<file path="config.mk">
export PLATFORM = sky130hd
export DESIGN_NAME = bawsss_dmem_ctrl
export DESIGN_NICKNAME = d
export VERILOG_FILES = /design/src/rtl/bawsss_pkg.sv /design/src/rtl/bawsss_sram.sv /design/src/rtl/bawsss_dmem_ctrl.sv
export SDC_FILE = /design/constraint.sdc
export NUM_CORES = 2
export LEC_CHECK = 0
export ABC_CLOCK_PERIOD_IN_PS = 7430
export CAP_MARGIN = 10
export CORE_MARGIN = 2
export CORE_UTILIZATION = 24
export DETAILED_ROUTE_END_ITERATION = 6
export HOLD_SLACK_MARGIN = 0.03
export SLEW_MARGIN = 20
export SYNTH_ARGS = -nofsm -noshare
export SYNTH_HDL_FRONTEND = slang
export SYNTH_SLANG_ARGS = --single-unit
</file>
<file path="constraint.sdc">
create_clock -name clk -period 7.43 [get_ports clk]
set_clock_uncertainty 0.1 [all_clocks]
set_input_delay 0.743 -clock clk [delete_from_list [all_inputs] [get_ports clk]]
set_output_delay 0.743 -clock clk [all_outputs]
set_load 0.02 [all_outputs]
</file>
<file path="src/rtl/bawsss_pkg.sv">
// rtl/bawsss_pkg.sv - shared types and constants for the data-memory controller
package bawsss_pkg;

  localparam int WORD_W          = 16;
  localparam int WAIT_STATES_DEF = 2;
  localparam int DEPTH_LOG2_DEF  = 8;

  typedef enum logic [1:0] {
    IDLE = 2'd0,
    WAIT = 2'd1,
    RESP = 2'd2
  } state_t;

endpackage

</file>
<file path="src/rtl/bawsss_sram.sv">
// rtl/bawsss_sram.sv - word storage, combinational read, synchronous write
module bawsss_sram
  import bawsss_pkg::*;
#(
  parameter int DEPTH_LOG2 = DEPTH_LOG2_DEF
) (
  input  logic                  clk,
  input  logic                  we,
  input  logic [DEPTH_LOG2-1:0] addr,
  input  logic [WORD_W-1:0]     wdata,
  output logic [WORD_W-1:0]     rdata
);

  // No reset on the array: contents survive controller resets.
  logic [WORD_W-1:0] mem [0:(1<<DEPTH_LOG2)-1];

  // Single write port, committed on the clock edge.
  always_ff @(posedge clk) begin
    if (we) begin
      mem[addr] <= wdata;
    end
  end

  assign rdata = mem[addr];

endmodule

</file>
<file path="src/rtl/bawsss_dmem_ctrl.sv">
// rtl/bawsss_dmem_ctrl.sv - CPU data-memory controller with fixed wait states
module bawsss_dmem_ctrl
  import bawsss_pkg::*;
#(
  parameter int WAIT_STATES = WAIT_STATES_DEF,
  parameter int DEPTH_LOG2  = DEPTH_LOG2_DEF
) (
  input  logic              clk,
  input  logic              reset,
  input  logic              req,
  input  logic              we,
  input  logic [WORD_W-1:0] addr,
  input  logic [WORD_W-1:0] wdata,
  output logic [WORD_W-1:0] rdata,
  output logic              ready,
  output logic              err
);

  localparam logic [3:0] WAIT_LOAD = 4'(WAIT_STATES);

  state_t                state;
  state_t                state_next;
  logic [3:0]            cnt;
  logic [3:0]            cnt_next;
  logic                  accept;
  logic                  l_we;
  logic [WORD_W-1:0]     l_addr;
  logic [WORD_W-1:0]     l_wdata;
  logic                  misaligned;
  logic                  out_of_range;
  logic                  fault;
  logic                  in_resp;
  logic                  mem_we;
  logic [DEPTH_LOG2-1:0] index;
  logic [WORD_W-1:0]     mem_rdata;

  // State register and wait counter.
  always_ff @(posedge clk) begin
    if (!reset) begin
      state <= IDLE;
      cnt   <= '0;
    end else begin
      state <= state_next;
      cnt   <= cnt_next;
    end
  end

  // Capture the access only when it is accepted in IDLE; later input changes are ignored.
  always_ff @(posedge clk) begin
    if (!reset) begin
      l_we    <= 1'b0;
      l_addr  <= '0;
      l_wdata <= '0;
    end else if (accept) begin
      l_we    <= we;
      l_addr  <= addr;
      l_wdata <= wdata;
    end
  end

  // Next-state logic: IDLE -> WAIT (count down) -> RESP for one cycle -> IDLE.
  always_comb begin
    state_next = state;
    cnt_next   = cnt;
    accept     = 1'b0;
    case (state)
      IDLE: begin
        if (req) begin
          accept     = 1'b1;
          cnt_next   = WAIT_LOAD;
          state_next = (WAIT_LOAD == 4'd0) ? RESP : WAIT;
        end
      end
      WAIT: begin
        cnt_next = cnt - 4'd1;
        if (cnt == 4'd1) begin
          state_next = RESP;
        end
      end
      RESP: begin
        state_next = IDLE;
      end
      default: begin
        state_next = IDLE;
      end
    endcase
  end

  assign index        = l_addr[DEPTH_LOG2:1];
  assign misaligned   = l_addr[0];
  assign out_of_range = (l_addr >> (DEPTH_LOG2 + 1)) != '0;
  assign fault        = misaligned | out_of_range;

  // Response outputs; gated by reset so an aborted RESP never strobes or writes.
  always_comb begin
    in_resp = (state == RESP) && reset;
    ready   = in_resp;
    err     = in_resp && fault;
    mem_we  = in_resp && l_we && !fault;
    rdata   = '0;
    if (in_resp && !fault && !l_we) begin
      rdata = mem_rdata;
    end
  end

  bawsss_sram #(
    .DEPTH_LOG2(DEPTH_LOG2)
  ) u_sram (
    .clk   (clk),
    .we    (mem_we),
    .addr  (index),
    .wdata (l_wdata),
    .rdata (mem_rdata)
  );

endmodule

</file>
==> reports/summary.md <==
## Final layout
- 16.4% — area growth from synthesis to final layout
- 0.124 mm² — footprint of the flip-flops and latches
- 8082 — Total Nets Final
- 24.3% — ratio of cells with drive above 1 in the final layout
- 0.0346 mm² — Multi-input gate area
- 65500 — number of fillers in the final layout

## Global route
- 209 — maximum number of pins on one net before global-route repair
- 79700 — via count of the first global-routing pass
- 652000 µm — wire length of the first global-routing pass
- 13.3% — total routing usage reported by global routing
- 16 — initial antenna violation count
- 0 — total congestion overflow after global routing

## Clocking
- done — clock tree from TritonCTS
- 4 — deepest clock path buffer count
- 418 — clock buffers created by TritonCTS
- 0 — setup fix buffers added after clock tree synthesis
- 0.98 ns — insertion delay to the later sink of the worst-skew pair
- clkbuf_16 — library cell used as clock root buffer
- 5 — H-tree levels
- 0 — number of buffers added to fix hold violations after cts
- 0 — count of instances resized after the clock tree is built
- 0.06 ns — clock transition at the register clock pins on the worst setup and hold paths after CTS
- 4143 — sink count of the clock tree

## Die
- 24.0% — starting density of the core
- 301 — row cnt
- 824 µm — Die W
- 0.671 mm² — core area
- 54 — top-level port count
- 0.679 mm² — die area
- 824 µm — vertical extent of the die

## Worst setup path
- o21ai_0 — Slowest-stage cell, CP
- 0.94 ns — maximum cell stage delay along the critical path
- 6.59 ns — WP data required
- buf_16 -> buf_12 -> mux4_1 -> o22ai_1 -> o21ai_0 -> o211ai_1 -> nor3_1 -> buf_4 -> a41o_1 -> clkdlybuf4s50_1 — Critical Path, Cell by Cell
- 85 — peak fanout along the critical path
- primary output — kind of end point of the critical path
- 8 — worst reg-to-reg path cell count
- l_addr[13]$_SDFFE_PN0P_ — Reg-to-Reg Start
- u_sram.mem[150][4]$_DFFE_PP_ — worst reg2reg path endpoint
- 6.56 ns — Crit path arrival time
- 2.61 ns — reg-to-reg slack, setup
- reg2out — Setup CP Type
- flip-flop — launching element type of the critical path

## Drt
- 473000 µm — routed wire length
- 12100 — starting DRC count in detailed routing
- 4.74 — Vias/cell
- 27.3 µm — mean routed wirelength per cell
- 0 — drc violations
- 0 — Post-DRT Antenna Nets
- 6 — first-pass iteration count of the detailed router
- 82200 — number of vias after detailed routing

## Power and ir drop
- 58.6 nW — leakage power figure
- 0.000205 V — peak ir drop on the vdd network
- 261 mW/mm² — power density over the cells

## Place
- 0.892 — placer's final routability congestion estimate
- 287000 µm — total half-perimeter wirelength after legalization and detailed placement
- 53 — Port Buffers

## STA
- 0 ns — TNS Setup
- 0 — Setup Viol. Count Final
- 0 — Final Hold Vio Count
- 99.7% — Tcrit/Tclk final
- 135 MHz — FMAX
- 1.35 ns — Least-Margin Pin Slew
- no — unrepaired setup endpoints after global routing
- 7.40 ns — minimum clock period
- 0.214 ns — Worst Hold Slack
- 0 — max-slew violation total from the final report
- 9.86% — relative slew slack

## Run status
- finished, final reports clean — status

## Yosys
- 76.9% — register area share after synthesis
- 0.161 mm² — synthesized cell area
- edfxtp_1 — Synth area leader
- 0 — warnings from Yosys
- edfxtp_1 (4096), mux4_2 (730), mux2i_1 (539) — most numerous cell types in the synthesized netlist
- edfxtp_1 — most common flop cell mapped by yosys
- 7592 — syn nets
- 4143 — number of synthesized register bits
- 21.3 µm² — average footprint of a synthesized cell
- edfxtp_1 (76%), mux4_2 (10%), mux2i_1 (3.3%), mux4_1 (1.8%), o221ai_1 (1.0%) — synth top area cells
- 4096 — Post-synth EDFFs
- 0% — async set-or-reset flop fraction in the synthesized netlist
- edfxtp_1 — most instantiated library cell after synthesis
- 76.3% — portion of synthesized cell area occupied by the leading cell type
- 7554 — Cells after Synth
- 82 — post-synth cell types

## Worst hold path
- addr[11] — startpoint of the most critical hold path
- in2reg — path type of the worst min-delay path
- 3 — Hold Path Depth
- l_addr[11]$_SDFFE_PN0P_ — hold worst-path end

## Flow run
- 0 — max capacitance violation total

kinds of logic (layout without fill, tap and decap cells):
family                     count (synthesis)  after routing  share of synthesized area [%]
DFF                                     4143           4143                           76.9
muxes                                   1391           1391                           15.4
and+or+nand+nor                          792            792                           2.16
AOI/OAI and AO/OA                        767            767                           3.34
buffers and inverters                    459           1298                           2.23
adders and majority gates                  2              2                         0.0155
other                                      0              9                              0
worst max-delay path by stage:
stage                                             to  cells past startpoint
after floorplan           u_sram.mem[0][0]$_DFFE_PP_                      0
after global placement                     rdata[13]                     10
after detailed placement                   rdata[13]                     10
after CTS                                  rdata[13]                     10
after global routing                       rdata[13]                     11
final                                      rdata[13]                     10
sequential cells by signal (all words and copies together), names as in the netlist, named ones only:
name and count:
u_sram.mem 4096, l_addr 16, l_wdata 16, cnt 4, state 2, l_we 1
layout by cell type, fill, tap and decap left out, drive strengths merged, types with 12 or more instances in the layout:
master         synthesis  layout
edfxtp              4096    4096
mux4                 839     839
mux2i                539     539
clkbuf               164     518
buf                  287     468
nor2                 354     354
nand2                208     208
clkinv                 2     204
o221ai               194     194
a21oi                143     143
o22ai                130     130
o21ai                 95      95
nor3                  62      62
nand3                 59      59
clkdlybuf4s50          0      53
dfxtp                 47      47
a31oi                 34      34
a22oi                 32      32
bufinv                 0      26
a211oi                21      21
inv                    6      20
and2                  18      18
nor2b                 17      17
a2111oi               17      17
mux2                  13      13
nand4                 12      12
a221oi                12      12
critical path, delay by kind of cell, from the launching register on:
family                 cells  cell delay [ns]
buffers and inverters      4             1.81
AOI/OAI and AO/OA          4             1.69
and+or+nand+nor            1             0.82
DFF                        1             0.70
muxes                      1             0.39
area by class of cell:
class	instances	area share, %
Multi-Input combinational cell	2952	18.4
Clock inverter	251	1.11
Clock buffer	518	5.93
Antenna cell	9	0.0120
Tap cell	8938	5.96
Inverter	8	0.0227
Sequential cell	4143	66.1
Timing Repair Buffer	521	2.48
per-layer routing:
| metal | vias to the layer above | GRT usage [%] | wire, µm |
|---|---|---|---|
| li1 | 32900 | - | - |
| met1 | 44300 | 18.3 | 193000 |
| met2 | 4339 | 20.8 | 218000 |
| met3 | 671 | 2.90 | 44900 |
| met4 | 6 | 4.68 | 17600 |
| met5 | - | 0 | 36 |
through the flow:
stage / setup WS, ns / utilization (%) / total power [mW] / std cells / area, µm²
floorplan: 3.08 / - / 27.9 / 7554 / 161000
global placement: 0.878 / 26.0 / 28.9 / 16600 / 174000
detailed placement: 1.17 / 26.0 / 29.0 / 16600 / 174000
CTS: 0.0881 / 28.0 / 49.3 / 17300 / 188000
global route: 0.0903 / 28.0 / 50.3 / 17300 / 188000
finish: 0.0254 / 28.0 / 49.0 / 17300 / 188000
power by group:
group	internal (mW)	leakage, nW	switching, mW	total [mW]
sequential	25.7	40.3	0.148	25.9
combinational	0.844	11.8	1.77	2.62
clock	11.5	6.48	9.00	20.5
Power figures use the tool's default switching activity.
